### src/rtl/oflow_match_search.sv
// oflow_match_search
// Nearest-neighbour search of the current object against a small table of
// objects from the previous frame. The score is the L1 distance over centre of
// mass and size. One table entry is evaluated per cycle, and the lowest score
// wins. A tie keeps the lowest index.
module oflow_match_search #(
    parameter int unsigned THRESHOLD = 200
) (
    input  logic        clk,
    input  logic        reset_N,
    input  logic        prev_wr_en,
    input  logic [2:0]  prev_wr_addr,
    input  logic [21:0] prev_cm_concate,
    input  logic [10:0] prev_width,
    input  logic [10:0] prev_height,
    input  logic [3:0]  prev_count,
    input  logic        start,
    input  logic [21:0] cm_concate,
    input  logic [10:0] width,
    input  logic [10:0] height,
    output logic        busy,
    output logic        done,
    output logic [2:0]  best_idx,
    output logic [12:0] best_score,
    output logic        match_valid
);

    localparam logic [1:0] S_IDLE = 2'd0;
    localparam logic [1:0] S_SCAN = 2'd1;
    localparam logic [1:0] S_DONE = 2'd2;

    localparam int unsigned ENTRIES   = 8;
    localparam logic [12:0] SCORE_MAX = 13'd8191;

    // Absolute difference of two unsigned 11-bit values. It never wraps.
    function automatic logic [10:0] abs_diff(input logic [10:0] a, input logic [10:0] b);
        return (a >= b) ? (a - b) : (b - a);
    endfunction

    // Previous-frame object table
    logic [10:0] tab_cx [ENTRIES];
    logic [10:0] tab_cy [ENTRIES];
    logic [10:0] tab_w  [ENTRIES];
    logic [10:0] tab_h  [ENTRIES];

    // Search state
    logic [1:0]  state;
    logic [10:0] cur_cx, cur_cy, cur_w, cur_h;
    logic [3:0]  scan_cnt;
    logic [2:0]  scan_idx;
    logic [12:0] run_min;
    logic [2:0]  run_idx;

    // Combinational scoring of the entry under scan
    logic [10:0] d_cx, d_cy, d_w, d_h;
    logic [12:0] score;
    logic [12:0] next_min;
    logic [2:0]  next_idx;
    logic        last_entry;
    logic [3:0]  count_clamped;

    assign count_clamped = (prev_count > 4'd8) ? 4'd8 : prev_count;
    assign last_entry    = ({1'b0, scan_idx} == (scan_cnt - 4'd1));

    assign d_cx  = abs_diff(cur_cx, tab_cx[scan_idx]);
    assign d_cy  = abs_diff(cur_cy, tab_cy[scan_idx]);
    assign d_w   = abs_diff(cur_w,  tab_w[scan_idx]);
    assign d_h   = abs_diff(cur_h,  tab_h[scan_idx]);
    // Four 11-bit terms need at most 13 bits (4 * 2047 = 8188), so the sum cannot overflow.
    assign score = {2'b00, d_cx} + {2'b00, d_cy} + {2'b00, d_w} + {2'b00, d_h};

    // Candidate minimum, updated only on a strictly smaller score so a tie keeps the lower index
    always_comb begin
        // NOTE: every always_comb output gets a default first so no path can leave it unassigned and infer a latch.
        next_min = run_min;
        next_idx = run_idx;
        if (score < run_min) begin
            next_min = score;
            next_idx = scan_idx;
        end
    end

    // Table writes, accepted only while idle
    always_ff @(posedge clk) begin
        if (reset_N) begin
            // NOTE: this table is small and has to read as zero after reset, so it is built from flops rather than RAM. Larger memories are normally left unreset.
            for (int i = 0; i < ENTRIES; i++) begin
                tab_cx[i] <= '0;
                tab_cy[i] <= '0;
                tab_w[i]  <= '0;
                tab_h[i]  <= '0;
            end
        end else if (prev_wr_en && (state == S_IDLE)) begin
            tab_cx[prev_wr_addr] <= prev_cm_concate[21:11];
            tab_cy[prev_wr_addr] <= prev_cm_concate[10:0];
            tab_w[prev_wr_addr]  <= prev_width;
            tab_h[prev_wr_addr]  <= prev_height;
        end
    end

    // Search FSM: latch the request, scan the entries, publish the registered result
    always_ff @(posedge clk) begin
        if (reset_N) begin
            // NOTE: sequential state uses non-blocking assignments, so every flop samples pre-edge values.
            state       <= S_IDLE;
            cur_cx      <= '0;
            cur_cy      <= '0;
            cur_w       <= '0;
            cur_h       <= '0;
            scan_cnt    <= '0;
            scan_idx    <= '0;
            run_min     <= SCORE_MAX;
            run_idx     <= '0;
            best_idx    <= '0;
            best_score  <= '0;
            match_valid <= 1'b0;
        end else begin
            case (state)
                S_IDLE: begin
                    if (start) begin
                        cur_cx   <= cm_concate[21:11];
                        cur_cy   <= cm_concate[10:0];
                        cur_w    <= width;
                        cur_h    <= height;
                        scan_cnt <= count_clamped;
                        scan_idx <= '0;
                        run_min  <= SCORE_MAX;
                        run_idx  <= '0;
                        if (count_clamped == 4'd0) begin
                            // An empty table goes straight to the result with the "no match" values.
                            state       <= S_DONE;
                            best_idx    <= '0;
                            best_score  <= SCORE_MAX;
                            match_valid <= 1'b0;
                        end else begin
                            state <= S_SCAN;
                        end
                    end
                end
                S_SCAN: begin
                    run_min  <= next_min;
                    run_idx  <= next_idx;
                    scan_idx <= scan_idx + 3'd1;
                    if (last_entry) begin
                        // The last entry is folded into the result directly, so done comes without an extra cycle.
                        state       <= S_DONE;
                        best_idx    <= next_idx;
                        best_score  <= next_min;
                        match_valid <= (32'(next_min) <= THRESHOLD);
                    end
                end
                S_DONE: begin
                    state <= S_IDLE;
                end
                default: begin
                    state <= S_IDLE;
                end
            endcase
        end
    end

    assign done = (state == S_DONE);
    assign busy = (state != S_IDLE);

endmodule

### config.mk
export PLATFORM = sky130hd
export DESIGN_NAME = oflow_match_search
export DESIGN_NICKNAME = d
export VERILOG_FILES = /design/src/rtl/oflow_match_search.sv
export SDC_FILE = /design/constraint.sdc
export NUM_CORES = 1
export LEC_CHECK = 0
export CAP_MARGIN = 20
export CELL_PAD_IN_SITES_DETAIL_PLACEMENT = 2
export CELL_PAD_IN_SITES_GLOBAL_PLACEMENT = 2
export CORE_ASPECT_RATIO = 1.75
export CORE_MARGIN = 4
export CORE_UTILIZATION = 46
export DETAILED_ROUTE_END_ITERATION = 10
export HOLD_SLACK_MARGIN = 0.05
export PLACE_DENSITY = 0.85
export SYNTH_ARGS = -nofsm -noshare
export SYNTH_HDL_FRONTEND = slang
export SYNTH_SLANG_ARGS = --single-unit
export TNS_END_PERCENT = 100
### constraint.sdc
create_clock -name clk -period 13.35 [get_ports clk]
set_input_delay 2.0025 -clock clk [delete_from_list [all_inputs] [get_ports clk]]
set_output_delay 2.0025 -clock clk [all_outputs]
set_load 0.01 [all_outputs]
==> results.cfg <==
[cells_and_area]
mostFrequentLayoutCells = and2_1, edfxtp_1, inv_1, nand2_1, clkdlybuf4s50_1
drive_gt1_frac = 0.100
fillCellCount = 4938
area_growth_pct = 13.5
stdcell_count = 2761
register_area_um2 = 12400
final_nets = 2294
multiInputGateArea_um2 = 10600
layout_commonest_cell = and2_1

[setup_path]
critPathMaxFanout = 41
crit_path_top_delay_cell = o41ai_4
critPathKind = flop to flop
slowest_delay_ns = 0.81
crit_family = compound AO/OA/AOI/OAI gates
worstPathArrival_ns = 10.93
crit_buf_inv = 5
crit_required_ns = 13.82
critPathLaunchType = flop
cp-end-kind = flop

[power_and_ir_drop]
power_per_cell_area_nw_per_um2 = 203
p_leak_nw = 10.8
vdd.ir_drop.worst_mv = 0.183
finalPower_mw = 5.52

[clock_network]
cts_resized = 0
clkSlewWorstSetupHoldPaths_ns = 0.07
clock_latency_ns = 0.59
hold_buffers = 0
cts_root_buf = clkbuf_16
clock_sinks = 441
cts_buffers = 43
post_cts_buffers = 0
htree_levels = 2
cts_tree = built
cts.path.max_buffers = 3

[route]
met1_length_um = 29200
wl_per_cell_um = 28.8
num_vias = 16121
routed_wirelength_um = 79600
drt_first_pass_iters = 6
top_layer = met5
via_per_inst = 5.84
antenna_left = 0
drt_iter0_drc = 1179
drc = 0
dr_wl_met2_um = 44100
wl_met3_um = 3370

[sta]
relSlewSlack = 0.200
tightest_slew_ns = 1.20
hold_viol = 0
fin_crit_sh = 0.784
rsz0062_at_grt = false
fmax_ghz = 0.0956
timing.setup.tns_ns = 0
finalMaxSlewViolations = 0
fin_worst_skew_ns = 0.0206
period_minus_slack_ns = 10.46
finalSetupViolations = 0
hold_ws_ns = 0.473

[floorplan]
num_rows = 110
fp.dieW_um = 180
core_area_um2 = 51500
start_util = 0.464
dieArea_um2 = 55800
die_y_um = 310
boundaryPins = 118

[global_route]
overflow = 0
antenna_found_initial = 3
grtUsageTotal = 0.282
grt_max_degree = 67
grt_pass1_wl_um = 119000
grt_pass1_vias = 18461

[logic_synthesis]
synth-edff-count = 352
ys.flop_type = edfxtp_1
syn_area_um2 = 23900
synth.avg_cell_area_um2 = 12.1
ys_seq_area_frac = 0.517
syn_inst = 1971
synth_nets = 2210
ys_warn_count = 0
synth.distinct_cells = 61
async_flop_share = 0
ys_seq_elements = 441

[status]
status = finished clean

[place]
place_inst = 2681
dp_hpwl_um = 51200
gp_congestion = 0.890
numPortBuffers = 117

[min_path]
hold_path_class = flop to flop

[run]
drv_cap = 0
worst paths after layout:
| path | from | endpoint | slack [ns] | cells after the start |
|---|---|---|---|---|
| worst min-delay path | cur_cx[10] | cur_cx[10] | 0.47 | 2 |
| worst max register to register | flop | match_valid | 2.89 | 31 |
| worst min register to register | cur_cx[10] | cur_cx[10] | 0.47 | 2 |
| worst max-delay path | flop | match_valid | 2.89 | 31 |
through the flow:
step	util	setup slack (ns)	instance area (um^2)
after floorplan	-	4.75	23900
after global placement	0.500	3.30	25700
after detailed placement	0.500	2.95	25700
after CTS	0.527	2.76	27100
after global routing	0.527	2.06	27100
final	0.527	2.89	27100
power by group:
group / switching (mW) / internal [mW] / total (mW)
Sequential: 0.0466 / 1.55 / 1.60
Combinational: 1.69 / 0.985 / 2.67
Clock: 0.570 / 0.677 / 1.25
Total: 2.30 / 3.21 / 5.52
synthesized netlist by cell type, types with 15 or more instances:
cell type  count  area share
a211oi_1      15      0.0047
nor2_1        69       0.011
edfxtp_1     352        0.44
a21o_1        45       0.014
nand2b_1      17      0.0044
fa_1          30       0.025
mux2i_1       83       0.035
mux4_2        88       0.083
o21bai_1      16      0.0050
o21ai_0       26      0.0054
clkbuf_1      80       0.013
inv_1        168       0.026
a21oi_1       97       0.020
xnor2_1       27      0.0099
xor2_1        22      0.0081
dfxtp_1       89       0.075
and2_1       358       0.094
nand2_1      127       0.020
ha_1         110       0.058
area by class of cell:
| type | count | share of cell area |
|---|---|---|
| sequential | 441 | 0.455 |
| multi-input combinational | 1264 | 0.390 |
| timing repair buffer | 137 | 0.0488 |
| clock buffer | 55 | 0.0425 |
| tap | 672 | 0.0310 |
| inverter | 168 | 0.0232 |
| clock inverter | 23 | 0.00867 |
| antenna | 1 | 0.0000922 |
sequential cells by signal (all words and copies together), names as in the netlist, named ones only:
name and cells:
tab_cx 88, tab_cy 88, tab_h 88, tab_w 88, best_score 13, run_min 13
cur_cx 11, cur_cy 11, cur_h 11, cur_w 11, scan_cnt 4, best_idx 3
run_idx 3, scan_idx 3, state 2, match_valid 1
worst min-delay path: cells and delay by family (launching register included):
kind	cells	cell delay (ns)
AOI/OAI and AO/OA	1	0.05
and+or+nand+nor	1	0.06
DFF	1	0.32
per-layer routing:
metal	GRT usage	vias up
met5	0	-
met4	0.0947	4
met3	0.0324	129
met2	0.549	495
met1	0.319	8421
li1	-	7072
kinds of logic after synthesis:
family                     Yosys count  synth area share
xor gates and xnor gates            49            0.0180
buffers and inverters              266            0.0428
DFF                                441             0.517
adders and majority gates          140            0.0827
muxes                              177             0.121
AOI/OAI and AO/OA                  268            0.0753
and+or+nand+nor                    630             0.144
No activity file was read; power rests on OpenSTA's default activity.
==> patch (same flow settings) <==
`ENTRIES`: 8 -> 16.
--- a/src/rtl/oflow_match_search.sv
+++ b/src/rtl/oflow_match_search.sv
@@ -29,7 +29,7 @@
     localparam logic [1:0] S_SCAN = 2'd1;
     localparam logic [1:0] S_DONE = 2'd2;
 
-    localparam int unsigned ENTRIES   = 8;
+    localparam int unsigned ENTRIES   = 16;
     localparam logic [12:0] SCORE_MAX = 13'd8191;
 
     // Absolute difference of two unsigned 11-bit values. It never wraps.
Function: not settled (the Yosys comparison gave no result); the edit may change what the design does.
==> patch against the original RTL <==
- setup slack better by 0.22 ns
- highest routed layer unchanged
- final area shrank 0.14%
- largest power group unchanged
- die area down 0.36%
- routed wire length rose by 0.45%
- sequential cell count unchanged
- synthesized area fell by 0.38%
- first-iteration DRC count decreased by 4.8%
- count of clock-buffer cells in the layout stayed put
- clock skew increased by 0.0033 ns
- power shrank 5.9%
- non-clock buffer count is 4 higher
==> patch: results (changes against the original RTL) <==
* Distinct cells, synth at 60 (-1.6%)
* Combinational share of power at 0.455 (-0.030)
* R2r endpoint: run_min[12]
* Die width at 180 um (-0.18%)
* Hold Crit Start: best_idx[1]
* Maximum VDD drop at 0.000156 V (-15%)
* Worst reg2reg setup slack at 3.11 ns (+0.22 ns)
* Inserted Diodes at 2 (+1)
* Synth area leaders: edfxtp_1 44%, and2_1 9.4%, mux4_2 8.3%
* Hold EP: best_idx[1]
* WL met3 at 3490 um (+3.6%)
* Clock Skews at 0.0239 ns (+0.00331 ns)
* Commonest cells post-synth: 357 x and2_1, 352 x edfxtp_1, 161 x inv_1, 139 x nand2_1, 110 x ha_1
* Routed length per instance at 28.9 um (+0.23%)
* Multi-input combinational area share at 0.389 (-0.00124)
* Invs w/o clock at 161 (-4.2%)
* Post-Route M1 WL at 30000 um (+2.8%)
* Outcome: complete, no violations
* CP max stage cell: dfxtp_4
* Critical Path AT at 10.70 ns (-0.23 ns)
* Met1 GRT Util at 0.322 (+0.00276)
* Post-DP Area at 25700 um2 (-0.23%)
* 1st-iter DRT viols at 1122 (-4.8%)
* Met3 global-route usage at 0.0408 (+0.00845)
* Largest net degree at the start of global routing at 51 (-24%)
* Most Crowded Layer GR: met2
* Static leakage at 0.0108 uW (-0.17%)
* Clock-cell share of area at 0.0512 (+0.0000728)
* Signal buf overhead at 0.0501 (+0.00132)
* Routed met2 length at 43200 um (-2.0%)
* DR vias/cell at 5.90 (+1.1%)
* Hpwl dp at 51700 um (+0.94%)
* Post-CTS Setup Repair Bufs at 0 (unchanged)
* Num CTS Buffers at 44 (+2.3%)
* Switching power of the nets at 2090 uW (-9.3%)
* First-pass GRT wire length at 120000 um (+0.54%)
* Nonclk buf count at 141 (+2.9%)
* Antenna violations before repair at 4 (+1)
* Crit-path max FO at 38 (-7.3%)
* # fillers at 4900 (-0.77%)
* Share of cells above drive strength 1 at 0.103 (+0.00263)
==> patch: cell count changes after synthesis, sizes merged, moves of 6 or more <==
cell	before	now
a211oi	16	9
a311oi	1	8
inv	168	161
mux2i	83	75
nand2	127	139
nor2	69	61
nor3	14	20
==> patch: kinds of logic (layout without fill, tap and decap cells) <==
group | count (synthesis) | after routing | share of synthesized area
buffers and inverters | 258 | 383 | 0.0413
AOI/OAI and AO/OA | 268 | 268 | 0.0741
other | 0 | 2 | 0
and+or+nand+nor | 641 | 641 | 0.146
adders and majority gates | 140 | 140 | 0.0830
xor gates and xnor gates | 48 | 48 | 0.0177
muxes | 172 | 172 | 0.119
DFF | 441 | 441 | 0.519
==> patch: metrics by stage <==
step	hold slack [ns]	setup WS [ns]	total power, uW	utilization	cells
global placement	0.449	3.35	3800	0.500	2681
floorplan	0.441	4.34	3240	-	1968
CTS	0.458	2.88	5210	0.527	2762
finish	0.453	3.11	5200	0.528	2767
global route	0.480	2.47	5530	0.528	2765
detailed placement	0.449	2.97	3950	0.500	2681
